[config.mk]
export PLATFORM = sky130hd
export DESIGN_NAME = shift_register_param
export DESIGN_NICKNAME = d
export VERILOG_FILES = /design/src/rtl/shift_pkg.sv /design/src/rtl/bit_pointer.sv /design/src/rtl/shift_register_param.sv
export SDC_FILE = /design/constraint.sdc
export NUM_CORES = 1
export LEC_CHECK = 0
export CAP_MARGIN = 5
export CORE_MARGIN = 2
export CORE_UTILIZATION = 40
export DETAILED_ROUTE_END_ITERATION = 16
export PLACE_DENSITY = 0.65
export SYNTH_ARGS = -nofsm -noshare
export SYNTH_HDL_FRONTEND = slang
export SYNTH_SLANG_ARGS = --single-unit
[constraint.sdc]
create_clock -name clock -period 2.2 [get_ports clock]
set_clock_uncertainty 0.05 [all_clocks]
set_input_delay 0.44 -clock clock [delete_from_list [all_inputs] [get_ports clock]]
set_output_delay 0.44 -clock clock [all_outputs]
set_load 0.005 [all_outputs]
[src/rtl/shift_pkg.sv]
// Mode encodings shared by the serial-to-parallel shift register and its bench-facing users.
// Combinational definitions only: no latency, no flow control.
package shift_pkg;

  typedef enum logic [1:0] {
    MODE_HOLD   = 2'b00,
    MODE_LOAD   = 2'b01,
    MODE_INVERT = 2'b10,
    MODE_ROTATE = 2'b11
  } mode_e;

  // Bit position written by the next accepted serial bit.
  function automatic int unsigned fill_index(input int unsigned count,
                                             input int unsigned width,
                                             input bit lsb_first);
    return lsb_first ? count : (width - 1 - count);
  endfunction

endpackage

[src/rtl/bit_pointer.sv]
// Frame bit counter: 0..WIDTH-1, wraps on the last accepted bit; clear wins over advance.
// Count updates one cycle after advance/clear; no backpressure (caller gates advance).
module bit_pointer #(
  parameter  int WIDTH = 8,
  localparam int PTR_W = $clog2(WIDTH)
) (
  input  logic             clock,
  input  logic             reset,
  input  logic             clear,
  input  logic             advance,
  output logic [PTR_W-1:0] count,
  output logic             wrap
);

  localparam logic [PTR_W-1:0] LAST = PTR_W'(WIDTH - 1);

  logic [PTR_W-1:0] count_q;
  logic [PTR_W-1:0] count_d;

  // Explicit compare against WIDTH-1 so non-power-of-2 widths never overrun.
  assign wrap  = advance && (count_q == LAST);
  assign count = count_q;

  always_comb begin
    count_d = count_q;
    if (clear) begin
      count_d = '0;
    end else if (advance) begin
      count_d = wrap ? '0 : count_q + 1'b1;
    end
  end

  always_ff @(posedge clock) begin
    if (reset) begin
      count_q <= '0;
    end else begin
      count_q <= count_d;
    end
  end

endmodule

[src/rtl/shift_register_param.sv]
// Serial-to-parallel register with hold/load/invert/rotate modes and a per-frame snapshot.
// One-cycle update latency, all outputs registered; no backpressure, wejscie_valid gates LOAD.
module shift_register_param
  import shift_pkg::*;
#(
  parameter  int WIDTH     = 8,
  parameter  bit LSB_FIRST = 1'b1,
  localparam int PTR_W     = $clog2(WIDTH)
) (
  input  logic             clock,
  input  logic             reset,
  input  logic [1:0]       tryb,
  input  logic             wejscie,
  input  logic             wejscie_valid,
  output logic [WIDTH-1:0] rejestr,
  output logic [WIDTH-1:0] wyjscie,
  output logic             pelny,
  output logic [PTR_W-1:0] licznik
);

  mode_e            mode;
  logic             load_en;
  logic             clear_ptr;
  logic             wrap;
  logic [PTR_W-1:0] count;
  logic [PTR_W-1:0] idx;

  logic [WIDTH-1:0] rejestr_q, rejestr_d;
  logic [WIDTH-1:0] wyjscie_q, wyjscie_d;
  logic             pelny_q, pelny_d;

  assign mode      = mode_e'(tryb);
  assign load_en   = (mode == MODE_LOAD) && wejscie_valid;
  assign clear_ptr = (mode == MODE_INVERT);
  assign idx       = PTR_W'(fill_index(int'(count), WIDTH, LSB_FIRST));

  bit_pointer #(
    .WIDTH(WIDTH)
  ) u_bit_pointer (
    .clock  (clock),
    .reset  (reset),
    .clear  (clear_ptr),
    .advance(load_en),
    .count  (count),
    .wrap   (wrap)
  );

  always_comb begin
    rejestr_d = rejestr_q;
    wyjscie_d = wyjscie_q;
    pelny_d   = 1'b0;
    unique case (mode)
      MODE_LOAD: begin
        if (wejscie_valid) begin
          rejestr_d[idx] = wejscie;
          // Snapshot includes the bit landing on this same edge.
          if (wrap) begin
            wyjscie_d = rejestr_d;
            pelny_d   = 1'b1;
          end
        end
      end
      MODE_INVERT: rejestr_d = ~rejestr_q;
      MODE_ROTATE: rejestr_d = {rejestr_q[WIDTH-2:0], rejestr_q[WIDTH-1]};
      default:     rejestr_d = rejestr_q;
    endcase
  end

  always_ff @(posedge clock) begin
    if (reset) begin
      rejestr_q <= '0;
      wyjscie_q <= '0;
      pelny_q   <= 1'b0;
    end else begin
      rejestr_q <= rejestr_d;
      wyjscie_q <= wyjscie_d;
      pelny_q   <= pelny_d;
    end
  end

  assign rejestr = rejestr_q;
  assign wyjscie = wyjscie_q;
  assign pelny   = pelny_q;
  assign licznik = count;

endmodule

After elaboration in Yosys (flattened, before gate mapping)

Index checks and enable logic that the tools add are counted.

Register bits after elaboration: 20
Input bits: 6
Word-level logic and storage cells: 30

$add $sub $neg: 1
Order comparisons: 2
Equal/unequal tests: 5
Muxes and demuxes: 7
Bitwise logic cells: 3
Reductions and logical operators: 8

Operators by type and width:

| operator                                                                      | count |
|---|---|
| 8-bit one-hot mux with 3 select lines                                         | 1 |
| 8-bit bitwise mux                                                             | 1 |
| 8-bit 2-to-1 mux                                                              | 1 |
| 8-bit inverter                                                                | 1 |
| 2-bit equality test (second input constant)                                   | 2 |
| 3-bit by 4-bit less-than comparator with 1-bit output (second input constant) | 1 |
| 3-bit by 1-bit adder with 3-bit output (second input constant)                | 1 |
| 1-bit demux with 3-bit select                                                 | 1 |
| 3-bit equality test (second input constant)                                   | 1 |
| 3-bit by 1-bit >= comparator with 1-bit output (second input constant)        | 1 |
| 1-bit logical AND                                                             | 3 |
| 3-bit 2-to-1 mux                                                              | 1 |
| 3-bit AND reduction                                                           | 1 |
| 3-bit nonzero test                                                            | 1 |
| 3-bit OR reduction                                                            | 1 |
| 2-bit by 1-bit equality test with 1-bit output (second input constant)        | 1 |
| 1-bit 2-to-1 mux                                                              | 2 |
| 2-bit != test (second input constant)                                         | 1 |
| 1-bit inverter                                                                | 2 |
| 2-bit AND reduction                                                           | 1 |
| 2-bit OR reduction                                                            | 1 |

Depth between registers and ports, before layout

Depth after elaboration: 7
Mapped depth: 6
Gate-level depth less buffers: 6

Modules after synthesis

A second synthesis with hierarchy kept.

Cells, all modules: 125
Area, all modules: 1098.6 um2

Modules (own cells, without submodules):

| module               | times used | cells each | area each (um2) | seq. area each (um2) |
|---|---|---|---|---|
| shift_register_param | 1          | 111        | 943.4           | 340.3 |
| bit_pointer          | 1          | 14         | 155.1           | 60.1 |

Least setup slack after synthesis

No wires, ideal clock.

Path kind: register to register
From: register u_bit_pointer.count_q[0] (netlist: u_bit_pointer.count[0])
To: register wyjscie_q[7] (netlist: wyjscie[7])
Setup time: 0.079 ns
Data arrival time: 1.352 ns
Setup slack: 0.719 ns
Stages on the path, launching flop included: 7
Path buffers: 1
Clock period less this slack: 1.481 ns
Cell sequence: dfxtp_1 > ha_1 > ha_1 > nor3b_4 > buf_6 > nor2_2 > a211oi_2

Longest elaborated chain between the ends: 5
Elaborated cells on any way between the ends: 9

Ends and longest elaborated chain:

| element                                                                                                                                       | RTL line                   | source |
|---|---|---|
| start: declaration                                                                                                                            | bit_pointer.sv:17          | `logic [PTR_W-1:0] count_q;` |
| start signal: assignment                                                                                                                      | bit_pointer.sv:37          | `count_q <= count_d;` |
| 3-bit by 4-bit less-than comparator with 1-bit output (implied by the code) or 3-bit by 1-bit >= comparator with 1-bit output (tied branches) | shift_register_param.sv:55 | `rejestr_d[idx] = wejscie;` |
| 1-bit logical AND (implied by the code)                                                                                                       | shift_register_param.sv:55 |  |
| 1-bit 2-to-1 mux (implied by the code)                                                                                                        | shift_register_param.sv:55 |  |
| 1-bit demux with 3-bit select                                                                                                                 | shift_register_param.sv:55 |  |
| 8-bit bitwise mux                                                                                                                             | shift_register_param.sv:55 |  |
| end signal: assignment                                                                                                                        | shift_register_param.sv:76 | `wyjscie_q <= wyjscie_d;` |
| end: declaration                                                                                                                              | shift_register_param.sv:29 | `logic [WIDTH-1:0] wyjscie_q, wyjscie_d;` |

Parallel ways exist; a longest one is shown, timed or not.
A chain may end at the register's enable or synchronous reset.

Final worst setup path

From: register u_bit_pointer.count_q[1] (netlist: u_bit_pointer.count[1])
To: output licznik[1]

RTL lines:

| element          | RTL line                   | source |
|---|---|---|
| end: declaration | shift_register_param.sv:18 | `output logic [PTR_W-1:0] licznik` |

No word-level cell between the ends.

==> run_results.csv <==
group,metric,value,unit
sta,fin_crit_sh,90.3,%
detailed_routing,wl_met1,1320,µm
setup_path,worstPathCellList,"clkdlybuf4s50_1",
power_and_ir_drop,ir_drop,313,µV
setup_path,cp_data_arrival_time,1500,ps
cells_and_area,antenna_cells,0,
global_routing,grt_pass1_wl,4570,µm
setup_path,r2r-end,"wyjscie[2]",
clock_tree,max-clock-path-buffers,2,
sta,fmax,503,MHz
floorplanning,fp.dieArea,0.00325,mm²
global_routing,grt-ovfl-total,0,
clock_tree,cts_buffers,3,
cells_and_area,multi_input_area,634,µm²
detailed_routing,drc_errors,0,
setup_path,crit_type,"reg2out",
cells_and_area,final_common_cell,"nor2_1",
logic_synthesis,synth_top_cell_by_area,"dfxtp_1",
logic_synthesis,synth_warnings,0,
cells_and_area,drive_gt1_share,8.28,%
setup_path,path_max_fanout,12,
clock_tree,cts.reportedPaths.clkPinSlew,120,ps
sta,hold_viol,0,
setup_path,critPathMaxStageDelay,610,ps
setup_path,crit_path_end_kind,"primary output",
global_routing,grt_pass1_vias,952,
floorplanning,start_util,41.4,%
detailed_routing,top_layer,"met4",
clock_tree,clockRootBuffer,"clkbuf_4",
detailed_routing,wl_met2,1360,µm
setup_path,cp.required,1710,ps
setup_path,critPathLaunch,"u_bit_pointer.count[1]",
cells_and_area,fin_nets,166,
clock_tree,clkLatencyLatePin,300,ps
logic_synthesis,yosysSeqAreaShare,35.7,%
floorplanning,dieWidth,57.0,µm
setup_path,worst-path-stages,1,
hold_path,hold_end,"wyjscie[3]",
logic_synthesis,syn_nets,145,
place,portBuffers,25,
place,hpwl,1960,µm
place,gp_congestion,0.800,
detailed_routing,vias,1044,
floorplanning,io-pin-count,26,
hold_path,worstHoldPathCells,2,
logic_synthesis,syn_area,0.00112,mm²
detailed_routing,wirelength,2830,µm
clock_tree,htree_levels,1,
detailed_routing,dr.pass1.iters,5,
setup_path,slowest_stage,"dfxtp_1",
logic_synthesis,syn_avg_cell_area,8.19,µm²
floorplanning,num_rows,19,
cells_and_area,finalNonFillerCells,188,
sta,relSlewSlack,71.0,%
power_and_ir_drop,p_leak,0.000541,µW
detailed_routing,drt_iter0_drc,20,
global_routing,grt_max_degree,21,
setup_path,reg2reg_slack,300,ps
hold_path,hp-class,"reg2reg",
detailed_routing,viasPerCell,5.55,
cells_and_area,final_cell_mix,"nor2_1, clkdlybuf4s50_1, dfxtp_1, o21ai_0, a21oi_1",
setup_path,r2r_cells,6,
power_and_ir_drop,p_per_area,595,mW/mm²
detailed_routing,drtAntennaViolNets,0,
detailed_routing,detail_route.wl_per_cell,15.0,µm
sta,worst_pin_slew,434,ps
sta,rsz0062_at_grt,"false",
cells_and_area,regArea,400,µm²
place,dp_cells,184,
floorplanning,core_area,0.00271,mm²
clock_tree,cts_resized,0,
sta,tns,0,ps
logic_synthesis,yosysUniqueCellTypes,26,
cells_and_area,area_growth,27.3,%
setup_path,path_buf_inv,1,
flow_run,max_cap_violations,0,
setup_path,r2r-start,"u_bit_pointer.count[1]",
sta,whs,455,ps
clock_tree,post_cts_buffers,0,
setup_path,cp_top_family,"flip-flops",
global_routing,antenna_found_initial,0,
power_and_ir_drop,power,850,µW
clock_tree,cts_hold_buf,0,
setup_path,cp-start-kind,"flop",
logic_synthesis,yosysTopAreaCellShare,35.7,%
global_routing,track_usage,18.1,%
cells_and_area,fill_cells,266,
logic_synthesis,ys_ff_latch,20,
status,outcome,"finished clean",
hold_path,hp-start,"wyjscie[3]",
floorplanning,die_h,57.0,µm
sta,setup_viol,0,
clock_tree,cts_num_sinks,20,
detailed_routing,wl_met3,116,µm
clock_tree,cts_tree,"yes",
sta,final-max-slew-violation-count,0,
logic_synthesis,syn_inst,137,
logic_synthesis,synth_area_leaders,"dfxtp_1, nor2_1, mux2i_1",
sta,min_period,1990,ps
-- layout make-up --
class	instances	area share, %
clock buffer	3	1.58
clock inverter	1	2.10
inverter	4	1.05
multi-input combinational	99	44.4
sequential	20	28.0
tap	31	2.71
timing repair buffer	30	20.1
-- how the worst max path moves through the flow --
stage	end	slack [ps]
2_1_floorplan	wyjscie[7]	720
6_report	licznik[1]	210
3_5_place_dp	rejestr[7]	140
3_3_place_gp	wyjscie[1]	210
5_1_grt	wyjscie[2]	90
4_1_cts	licznik[0]	210
-- power by group --
| part | total, µW | leakage (µW) | internal [µW] | switching (µW) |
|---|---|---|---|---|
| Clock | 306 | 0.0000279 | 184 | 122 |
| Combinational | 143 | 0.000349 | 72.0 | 71.2 |
| Sequential | 401 | 0.000163 | 378 | 22.9 |
-- worst reg2reg max path, cell delays in order (launching register included) --
cell and delay (ps):
dfxtp_1 610, ha_1 230, ha_1 200, nor3b_4 200, buf_4 230, nor2_1 60, a211oi_1 220
-- metrics by stage --
stage | util, % | cell area (µm²) | setup slack, ps
after CTS | 52.7 | 1430 | 208
after floorplan | - | 1120 | 719
final | 52.7 | 1430 | 213
after detailed placement | 50.8 | 1380 | 141
after global placement | 50.8 | 1380 | 212
after global routing | 52.7 | 1430 | 88.9
-- registers in the layout (all words and copies together) (netlist names) --
name                 flops
rejestr                  8
wyjscie                  8
u_bit_pointer.count      3
pelny                    1
-- kinds of logic (layout without fill, tap and decap cells) --
logic type	after synthesis	in the layout	synth area share [%]
buffers and inverters	18	38	7.80
AOI/OAI and AO/OA	46	46	27.3
and+or+nand+nor	43	43	19.8
adders and majority gates	2	2	2.23
muxes	8	8	7.14
DFF	20	20	35.7
-- layer usage --
| metal | up-vias | track usage, % |
|---|---|---|
| met1 | 481 | 24.1 |
| li1 | 528 | - |
| met4 | 0 | 8.31 |
| met3 | 4 | 2.49 |
| met5 | - | 0 |
| met2 | 31 | 29.1 |
-- Yosys cell counts --
cell type	instances
nor2_1	26
nand2b_1	1
nor3_1	2
nor2_2	1
ha_1	2
a32oi_1	2
o32ai_1	1
buf_6	1
a21oi_1	9
nand3b_1	3
o21a_1	8
nor2b_1	2
buf_2	4
nor3b_4	1
dfxtp_1	20
clkbuf_1	7
o21ai_0	10
nor3b_1	3
a211oi_2	1
mux2i_1	8
nand2_4	1
a211oi_1	7
buf_4	2
inv_1	4
nand3_1	3
a22oi_1	8
(Power assumes the default switching activity.)
